`src/rtl/counter_mode_arbiter_pkg.sv`:
```
// counter_mode_arbiter_pkg
// Constants and types shared by the counter-mode arbiter and the counter FSM
// it feeds: the 2-bit mode codes that requesters supply, the one-hot
// {HOLD, ODD, EVEN, UP} vector the counter consumes, the arbiter state
// encoding, and a decode helper from mode code to one-hot vector.
package counter_mode_arbiter_pkg;

    localparam logic [1:0] MODE_UP   = 2'b00;
    localparam logic [1:0] MODE_EVEN = 2'b01;
    localparam logic [1:0] MODE_ODD  = 2'b10;
    localparam logic [1:0] MODE_HOLD = 2'b11;

    localparam logic [3:0] X_UP   = 4'b0001;
    localparam logic [3:0] X_EVEN = 4'b0010;
    localparam logic [3:0] X_ODD  = 4'b0100;
    localparam logic [3:0] X_HOLD = 4'b1000;

    typedef enum logic [1:0] {
        ST_IDLE = 2'd0,
        ST_RUN  = 2'd1,
        ST_GAP  = 2'd2
    } arb_state_t;

    function automatic logic [3:0] mode_decode(input logic [1:0] code);
        logic [3:0] x;
        case (code)
            MODE_UP:   x = X_UP;
            MODE_EVEN: x = X_EVEN;
            MODE_ODD:  x = X_ODD;
            default:   x = X_HOLD;
        endcase
        return x;
    endfunction

endpackage

```
`src/rtl/counter_mode_arbiter_rr_pick.sv`:
```
// rr_pick
// Combinational round-robin picker. Starting at index ptr and moving upward
// modulo N_REQ, the first requester with req set wins.
// Ports:
//   req   - per-requester request vector
//   ptr   - index where the search starts
//   valid - high when any request is set
//   win   - index of the winning requester (0 when valid is low)
module rr_pick #(
    parameter int N_REQ = 4,
    parameter int PTR_W = (N_REQ > 1) ? $clog2(N_REQ) : 1
) (
    input  logic [N_REQ-1:0] req,
    input  logic [PTR_W-1:0] ptr,
    output logic             valid,
    output logic [PTR_W-1:0] win
);

    // cand_idx[k] is the requester visited k steps after ptr. ptr < N_REQ and
    // k < N_REQ, so one conditional subtraction is enough for the wrap.
    logic [PTR_W-1:0] cand_idx [N_REQ];

    genvar gi;
    generate
        for (gi = 0; gi < N_REQ; gi++) begin : g_cand
            logic [PTR_W:0] sum;
            assign sum = {1'b0, ptr} + (PTR_W+1)'(gi);
            assign cand_idx[gi] = (sum >= (PTR_W+1)'(N_REQ))
                                  ? PTR_W'(sum - (PTR_W+1)'(N_REQ))
                                  : PTR_W'(sum);
        end
    endgenerate

    // Walk from the farthest candidate back to ptr so the closest one wins.
    always_comb begin
        valid = 1'b0;
        win   = '0;
        for (int k = N_REQ - 1; k >= 0; k--) begin
            if (req[cand_idx[k]]) begin
                valid = 1'b1;
                win   = cand_idx[k];
            end
        end
    end

endmodule

```
`src/rtl/counter_mode_arbiter.sv`:
```
// counter_mode_arbiter
// Round-robin arbiter sharing the mode input of the up/even/odd/hold counter
// among N_REQ requesters. One owner at a time is granted via req/gnt; its
// 2-bit mode code is decoded into the counter's one-hot x vector. Tenures
// end on release, on the owner dropping req, or after max_dwell cycles
// (0 = unlimited). Every tenure is followed by one GAP cycle and one IDLE
// cycle, so the counter always sees HOLD between owners.
// Ports:
//   clk       - clock, rising edge
//   reset_n   - asynchronous active-low reset
//   req       - per-requester request (level)
//   rel       - per-requester release pulse, only the owner's is honoured
//   mode      - per-requester mode code, bits [2i+1:2i] for requester i
//   max_dwell - tenure limit in cycles, sampled at grant, 0 = unlimited
//   gnt       - one-hot grant (registered)
//   owner     - index of current or most recent owner (registered)
//   busy      - high while a tenure is running (registered)
//   x_out     - one-hot {HOLD, ODD, EVEN, UP} to the counter (registered)
module counter_mode_arbiter
    import counter_mode_arbiter_pkg::*;
#(
    parameter int N_REQ   = 4,
    parameter int DWELL_W = 4,
    localparam int PTR_W  = $clog2(N_REQ)
) (
    input  logic                 clk,
    input  logic                 reset_n,
    input  logic [N_REQ-1:0]     req,
    input  logic [N_REQ-1:0]     rel,
    input  logic [2*N_REQ-1:0]   mode,
    input  logic [DWELL_W-1:0]   max_dwell,
    output logic [N_REQ-1:0]     gnt,
    output logic [PTR_W-1:0]     owner,
    output logic                 busy,
    output logic [3:0]           x_out
);

    arb_state_t         state_reg;
    logic [PTR_W-1:0]   ptr_reg;
    logic [PTR_W-1:0]   owner_reg;
    logic [N_REQ-1:0]   gnt_reg;
    logic               busy_reg;
    logic [3:0]         x_out_reg;
    logic [DWELL_W-1:0] dcnt_reg;

    logic [1:0]         mode_arr [N_REQ];
    logic               pick_valid;
    logic [PTR_W-1:0]   pick_idx;
    logic               run_exit;
    logic [PTR_W-1:0]   ptr_next;

    genvar gi;
    generate
        for (gi = 0; gi < N_REQ; gi++) begin : g_mode
            assign mode_arr[gi] = mode[2*gi +: 2];
        end
    endgenerate

    rr_pick #(
        .N_REQ (N_REQ),
        .PTR_W (PTR_W)
    ) u_rr_pick (
        .req   (req),
        .ptr   (ptr_reg),
        .valid (pick_valid),
        .win   (pick_idx)
    );

    // dcnt is loaded with max_dwell at grant and only counts while non-zero,
    // so dcnt == 1 can only occur in a limited tenure; a zero load keeps the
    // tenure unlimited without a separate flag.
    assign run_exit = rel[owner_reg] | ~req[owner_reg] |
                      (dcnt_reg == DWELL_W'(1));

    assign ptr_next = (owner_reg == PTR_W'(N_REQ - 1)) ? '0 : owner_reg + 1'b1;

    always_ff @(posedge clk or negedge reset_n) begin
        if (!reset_n) begin
            state_reg <= ST_IDLE;
            ptr_reg   <= '0;
            owner_reg <= '0;
            gnt_reg   <= '0;
            busy_reg  <= 1'b0;
            x_out_reg <= X_HOLD;
            dcnt_reg  <= '0;
        end else begin
            case (state_reg)
                ST_IDLE: begin
                    if (pick_valid) begin
                        state_reg <= ST_RUN;
                        gnt_reg   <= N_REQ'(1) << pick_idx;
                        owner_reg <= pick_idx;
                        busy_reg  <= 1'b1;
                        dcnt_reg  <= max_dwell;
                        x_out_reg <= mode_decode(mode_arr[pick_idx]);
                    end
                end
                ST_RUN: begin
                    if (run_exit) begin
                        state_reg <= ST_GAP;
                        gnt_reg   <= '0;
                        busy_reg  <= 1'b0;
                        x_out_reg <= X_HOLD;
                        dcnt_reg  <= '0;
                    end else begin
                        x_out_reg <= mode_decode(mode_arr[owner_reg]);
                        if (dcnt_reg != '0) begin
                            dcnt_reg <= dcnt_reg - 1'b1;
                        end
                    end
                end
                ST_GAP: begin
                    ptr_reg   <= ptr_next;
                    state_reg <= ST_IDLE;
                end
                default: begin
                    state_reg <= ST_IDLE;
                end
            endcase
        end
    end

    assign gnt   = gnt_reg;
    assign owner = owner_reg;
    assign busy  = busy_reg;
    assign x_out = x_out_reg;

endmodule

```
`config.mk`:
```
export PLATFORM = sky130hd
export DESIGN_NAME = counter_mode_arbiter
export DESIGN_NICKNAME = d
export VERILOG_FILES = /design/src/rtl/counter_mode_arbiter_pkg.sv /design/src/rtl/counter_mode_arbiter_rr_pick.sv /design/src/rtl/counter_mode_arbiter.sv
export SDC_FILE = /design/constraint.sdc
export NUM_CORES = 1
export LEC_CHECK = 0
export ABC_AREA = 1
export CAP_MARGIN = 0
export CORE_ASPECT_RATIO = 2
export CORE_MARGIN = 10
export CORE_UTILIZATION = 45
export CTS_CLUSTER_SIZE = 24
export DETAILED_ROUTE_END_ITERATION = 12
export GPL_TIMING_DRIVEN = 0
export HOLD_SLACK_MARGIN = 0.12
export PLACE_DENSITY = 0.82
export SKIP_LAST_GASP = 1
export SLEW_MARGIN = 10
export SYNTH_ARGS = -nofsm -noshare
export SYNTH_HDL_FRONTEND = slang
export SYNTH_SLANG_ARGS = --single-unit
```
`constraint.sdc`:
```
create_clock -name clk -period 1.9 [get_ports clk]
set_clock_uncertainty 0.1 [all_clocks]
set_input_delay 0.475 -clock clk [delete_from_list [all_inputs] [get_ports clk]]
set_output_delay 0.475 -clock clk [all_outputs]
set_load 0.02 [all_outputs]
```
==> flow_summary.json, run 1 <==
{
  "min_from": "x_out[3]$_DFFE_PN1P_",
  "synth_top_area_share_pct": 29.36,
  "start_kind": "flip-flop",
  "drt-met1-wl_um": 1641,
  "numCtsBuffers": 3,
  "synth_area_leaders": "dfrtp_1 29%, nand2_1 11%, nand3_1 7.5%",
  "reg2reg_from": "ptr_reg[0]$_DFFE_PN0N_",
  "drt_pre_antenna_iters": 4,
  "cp_data_required_time_ns": 1.99,
  "cp.arrival_ns": 2.06,
  "dr_wl_met3_um": 148,
  "ios": 33,
  "fmax_mhz": 507.0,
  "irDropWorstVdd_v": 0.001048,
  "num_vias": 1663,
  "yosys_warnings": 0,
  "fin_nets": 286,
  "syn_avg_cell_area_um2": 7.305,
  "die-area_mm2": 0.006286,
  "synth_commonest_cells": "46 x nand2_1, 28 x inv_1, 23 x nand3_1, 18 x dfrtp_1, 16 x o21ai_0",
  "fillers": 253,
  "grt_start_max_net_pins": 20,
  "drc": 0,
  "drtAntennaViolNets": 0,
  "viasPerCell": 5.695,
  "antenna_found_initial": 0,
  "fin_crit_ns": 1.972,
  "p_total_uw": 4671,
  "p_per_area_mw_per_mm2": 2017,
  "grt_pass1_wl_um": 7134,
  "num_antenna_cells": 0,
  "cp_cell_sequence": "clkbuf_16, o21ai_4, nand2_4, nand3_4, nand3_4, buf_6, nand3_1, nand3_2, nand2_2, nand3_1, a21oi_2",
  "grt_pass1_vias": 1631,
  "clock_latency_ns": 0.26,
  "final_area_mm2": 0.002316,
  "post_dp_cell_area_mm2": 0.001894,
  "slew_headroom_pct": 42.75,
  "synth_area_leader_cell": "dfrtp_1",
  "path_class": "flip-flop to flip-flop",
  "setup_slack_ns": -0.07233,
  "slowest_stage": "dfrtp_2",
  "syn_area_mm2": 0.001534,
  "synth_cell_types": 31,
  "rrSetupSlack_ns": -0.07,
  "cp-end-kind": "flip-flop",
  "clk_pin_slew_ns": 0.07,
  "violations": "negative setup slack",
  "hold_class": "flip-flop to flip-flop",
  "setup_viol": 5,
  "top_layer": "met4",
  "drive_above_1_share_pct": 35.77,
  "critical_path.max_fanout": 7,
  "ctsHoldBuffers": 0,
  "core_mm2": 0.003341,
  "p_leak_uw": 0.001110,
  "drtIter0Drc": 59,
  "hold_viol_final": 0,
  "cp-startpoint": "ptr_reg[0]$_DFFE_PN0N_",
  "tightest_slew_ns": 0.8561,
  "fin_crit_sh_pct": 103.8,
  "seq_area_frac_synth_pct": 31.08,
  "ys_ff_latch": 19,
  "synth-async-reset-ratio_pct": 100.0,
  "setup-tns-final_ns": -0.2246,
  "status": "complete, but fails checks",
  "place_congestion": 0.8491,
  "cts_sinks": 19,
  "drv_slew": 0,
  "die_x_um": 61.29,
  "hpwl_um": 3188,
  "wl_per_cell_um": 15.82,
  "syn_inst": 210,
  "cts-root-buf": "clkbuf_8",
  "overflow": 0,
  "drv_cap": 0,
  "rows": 30,
  "synth_nets": 235,
  "rsz0062_at_grt": "true",
  "syn2layout_area_growth_pct": 50.98,
  "totalWireLength_um": 4620,
  "clockBufferDepth": 2,
  "htree_levels": 1,
  "grt_usage_pct": 14.47,
  "slowest_delay_ns": 0.46,
  "pre_cts_slack_ns": -0.5108,
  "synth_ff_type": "dfrtp_1",
  "synth_edf_count": 0,
  "portBuffers": 32,
  "die_h_um": 102.6,
  "initial_utilization_pct": 45.92,
  "tritoncts": "built",
  "wl_met2_um": 2691,
  "synth.most_common_cell": "nand2_1"
}
-- worst max-delay path: cells and delay by family (launching register included) --
kind / cells / cell delay [ns]
AND/OR/NAND/NOR: 7 / 0.69
AO/OA/AOI/OAI: 2 / 0.30
buffers and inverters: 2 / 0.34
flip-flops: 1 / 0.46
-- final timing paths --
check	end	cells after the start
worst max-delay path	x_out[1]$_DFFE_PN0P_	11
worst min-delay path	x_out[3]$_DFFE_PN1P_	2
worst max register to register	x_out[1]$_DFFE_PN0P_	11
worst min register to register	x_out[3]$_DFFE_PN1P_	2
max in group asynchronous	ptr_reg[1]$_DFFE_PN0N_	1
min in group asynchronous	state_reg[1]$_DFFE_PN0P_	1
-- area by class of cell --
type                    instances  area [µm²]  share of cell area (%)
plain buffers                   3       37.54                   1.621
clock buffers                   4       45.04                   1.945
inverters                      32       127.6                   5.511
multi-input cells             156        1140                   49.22
flip-flops and latches         19       479.2                   20.69
well taps                      32       40.04                   1.729
repair buffers                 46       446.7                   19.29
-- kinds of logic after synthesis --
family / count (synthesis) / synth area share, %
compound gates: 39 / 15.42
xor+xnor: 2 / 1.142
fa+ha+maj: 3 / 2.447
buf+inv: 35 / 9.380
flops: 19 / 31.08
simple gates: 112 / 40.54
-- stage by stage --
| stage | hold WS [ns] | util (%) | std cells |
|---|---|---|---|
| final | 0.3705 | 69.33 | 292 |
| after global routing | 0.3784 | 69.33 | 292 |
| after CTS | 0.3717 | 63.22 | 286 |
| after detailed placement | 0.3652 | 56.70 | 274 |
| after global placement | 0.3591 | 56.70 | 274 |
| after floorplan | 0.07941 | - | 210 |
-- metal layers --
| layer | up-vias | GRT usage (%) |
|---|---|---|
| met1 | 800 | 15.20 |
| met4 | 0 | 7.965 |
| met3 | 13 | 1.233 |
| met5 | - | 0 |
| li1 | 795 | - |
| met2 | 55 | 26.48 |
-- cells in the final DEF, fill, tap and decap left out, drive strengths merged, types with 2 or more instances in the layout --
master	instances
clkbuf	5
inv	31
dfrtp	18
ha	3
a32oi	2
o21ai	19
buf	16
dlygate4sd2	5
o31ai	5
nand3	31
clkdlybuf4s50	26
a21oi	9
nor2	18
nand2	60
a31oi	3
-- where the power goes --
part / switching [µW] / internal, µW / leakage, µW
Combinational: 2150 / 1480 / 0.000854
Sequential: 152 / 604 / 0.000234
Clock: 132 / 149 / 0.0000228
-- timing repair --
action                                  CTS  global route
pin swaps                                19            25
cloned                                    0             1
endpoints found under the setup margin   17            16
endpoints found under the hold margin     0             0
setup buffers                             8             5
gates resized for setup                  35            39
Power figures use the tool's default switching activity.
==> run 2, diff against run 1 <==
--- a/config.mk
+++ b/config.mk
@@ -14,7 +14,7 @@
 export DETAILED_ROUTE_END_ITERATION = 12
 export GPL_TIMING_DRIVEN = 0
 export HOLD_SLACK_MARGIN = 0.12
-export PLACE_DENSITY = 0.82
+export PLACE_DENSITY = 0.8
 export SKIP_LAST_GASP = 1
 export SLEW_MARGIN = 10
 export SYNTH_ARGS = -nofsm -noshare
==> run 2 against run 1 <==
Compared with the run above:
- the flow still finishes with violations (negative setup slack)
- clock power is 4% lower
- flip-flop and latch count stayed put
- design area is 3.9% lower
- wire length is 6.0% lower
- count of clock-buffer cells in the layout stayed put
- register-to-register slack better by 0.05 ns
- sequential share of layout area is 0.79 points higher
- sequential power is 2.8% lower
- critical path depth is 1 higher
- setup slack better by 0.050 ns
- combinational power is 8.3% lower
- die area stayed put
- critical path type unchanged
- critical endpoint is now x_out[0]$_DFFE_PN0P_
- largest power group unchanged
- highest routed layer unchanged
==> flow_summary.json, run 2 (synthesis gave the netlist of run 1 again) <==
{
  "status": "complete, but fails checks",
  "violations": "negative setup slack",
  "rsz0062_at_grt": "true",
  "cts_sinks": 19,
  "clk_pin_slew_ns": 0.07,
  "drive_above_1_share_pct": 29.41,
  "cp-end-kind": "flip-flop",
  "tightest_slew_ns": 0.8438,
  "die-area_mm2": 0.006286,
  "irDropWorstVdd_v": 0.001307,
  "core_mm2": 0.003341,
  "slew_headroom_pct": 43.57,
  "rows": 30,
  "clockBufferDepth": 2,
  "fillers": 266,
  "drv_cap": 0,
  "clock_latency_ns": 0.25,
  "hold_class": "flip-flop to flip-flop",
  "p_per_area_mw_per_mm2": 1948,
  "ctsHoldBuffers": 0,
  "drt_pre_antenna_iters": 5,
  "hpwl_um": 3189,
  "hold_viol_final": 0,
  "grt_pass1_wl_um": 6913,
  "numCtsBuffers": 3,
  "viasPerCell": 5.502,
  "globalRouteMet2Util_pct": 27.05,
  "setup-tns-final_ns": -0.05192,
  "layout_common_cells": "39 x nand2_1, 26 x clkdlybuf4s50_1, 25 x inv_1, 19 x nand3_1, 17 x dfrtp_1",
  "grt_pass1_vias": 1606,
  "die_h_um": 102.6,
  "setup_slack_ns": -0.02208,
  "fin_nets": 281,
  "use_met3_pct": 2.466,
  "place_congestion": 0.8636,
  "ios": 33,
  "grt_usage_pct": 14.05,
  "fmax_mhz": 520.3,
  "drtAntennaViolNets": 0,
  "grt_use_met1_pct": 13.70,
  "portBuffers": 32,
  "cp_data_required_time_ns": 1.93,
  "fin_crit_sh_pct": 101.2,
  "slowest_stage": "dfrtp_1",
  "post_dp_cell_area_mm2": 0.001894,
  "grt_start_max_net_pins": 20,
  "drtIter0Drc": 56,
  "overflow": 0,
  "fin_crit_ns": 1.922,
  "syn2layout_area_growth_pct": 45.02,
  "cp.arrival_ns": 1.95,
  "drv_slew": 0,
  "setup_viol": 4,
  "p_leak_uw": 0.001070,
  "placed_cells": 274,
  "wl_per_cell_um": 15.13,
  "critical_path.max_fanout": 10,
  "totalWireLength_um": 4341,
  "start_kind": "flip-flop",
  "num_antenna_cells": 0,
  "p_total_uw": 4334,
  "antenna_found_initial": 0,
  "critPathTopFamily": "simple AND/OR/NAND/NOR gates",
  "cp_cell_sequence": "buf_8, nand2_1, nand2_2, nand2_2, nand3_1, nor2_2, nand3b_4, nand2_4, buf_6, inv_1, nor2_2, a21oi_2",
  "slowest_delay_ns": 0.41,
  "final_common_cell": "nand2_1",
  "htree_levels": 1,
  "final_area_mm2": 0.002225,
  "path_class": "flip-flop to flip-flop",
  "critPathBufInv": 3,
  "stdcell_count": 287,
  "cts-root-buf": "clkbuf_8",
  "die_x_um": 61.29,
  "top_usage_layer": "met2",
  "tritoncts": "built",
  "drc": 0,
  "num_vias": 1579,
  "initial_utilization_pct": 45.92
}
run 2: metal layers:
layer / routed length, µm / part of all wire, %
met4: 102 / 2.3
met1: 1565 / 36
met3: 117 / 2.7
met5: 0 / 0
met2: 2555 / 59
run 2: tightest hold or removal path, delay by kind of cell (launching register included):
kind / cells / cell delay, ns
simple gates: 2 / 0.11
flops: 1 / 0.37
run 2: power breakdown:
part           total [µW]  internal, µW  switching [µW]
Clock                 270           149             121
Sequential            736           602             134
Combinational        3330          1320            2010
Total                4330          2070            2270
run 2: final timing paths:
check | cells after the start | endpoint | from | slack [ns]
max in group asynchronous | 1 | ptr_reg[1]$_DFFE_PN0N_ | reset_n | 0.51
worst min register to register | 2 | x_out[3]$_DFFE_PN1P_ | x_out[3]$_DFFE_PN1P_ | 0.37
worst max register to register | 12 | x_out[0]$_DFFE_PN0P_ | ptr_reg[0]$_DFFE_PN0N_ | -0.02
worst max-delay path | 12 | x_out[0]$_DFFE_PN0P_ | ptr_reg[0]$_DFFE_PN0N_ | -0.02
min in group asynchronous | 1 | x_out[2]$_DFFE_PN0P_ | reset_n | 0.61
worst min-delay path | 2 | x_out[3]$_DFFE_PN1P_ | x_out[3]$_DFFE_PN1P_ | 0.37
run 2: what timing repair did:
item,CTS,global route
setup buffers,4,5
resized for setup,23,34
pin swaps,20,6
endpoints found under the setup margin,17,15
run 2: final cells by class:
class,instances,area (µm²),share of cell area [%]
multi-input combinational,156,1090,48.99
sequential,19,478.0,21.48
timing repair buffer,41,410.4,18.45
inverter,32,127.6,5.737
clock buffer,4,45.04,2.025
tap,32,40.04,1.800
buffer,3,33.78,1.519
run 2: through the flow:
step	util, %	hold slack, ns	setup slack, ns
floorplan	-	0.07941	0.1124
global placement	56.70	0.3578	-0.5167
detailed placement	56.70	0.3668	-0.5075
CTS	61.84	0.3836	-0.02878
global route	66.59	0.4098	-0.1377
finish	66.59	0.3748	-0.02208
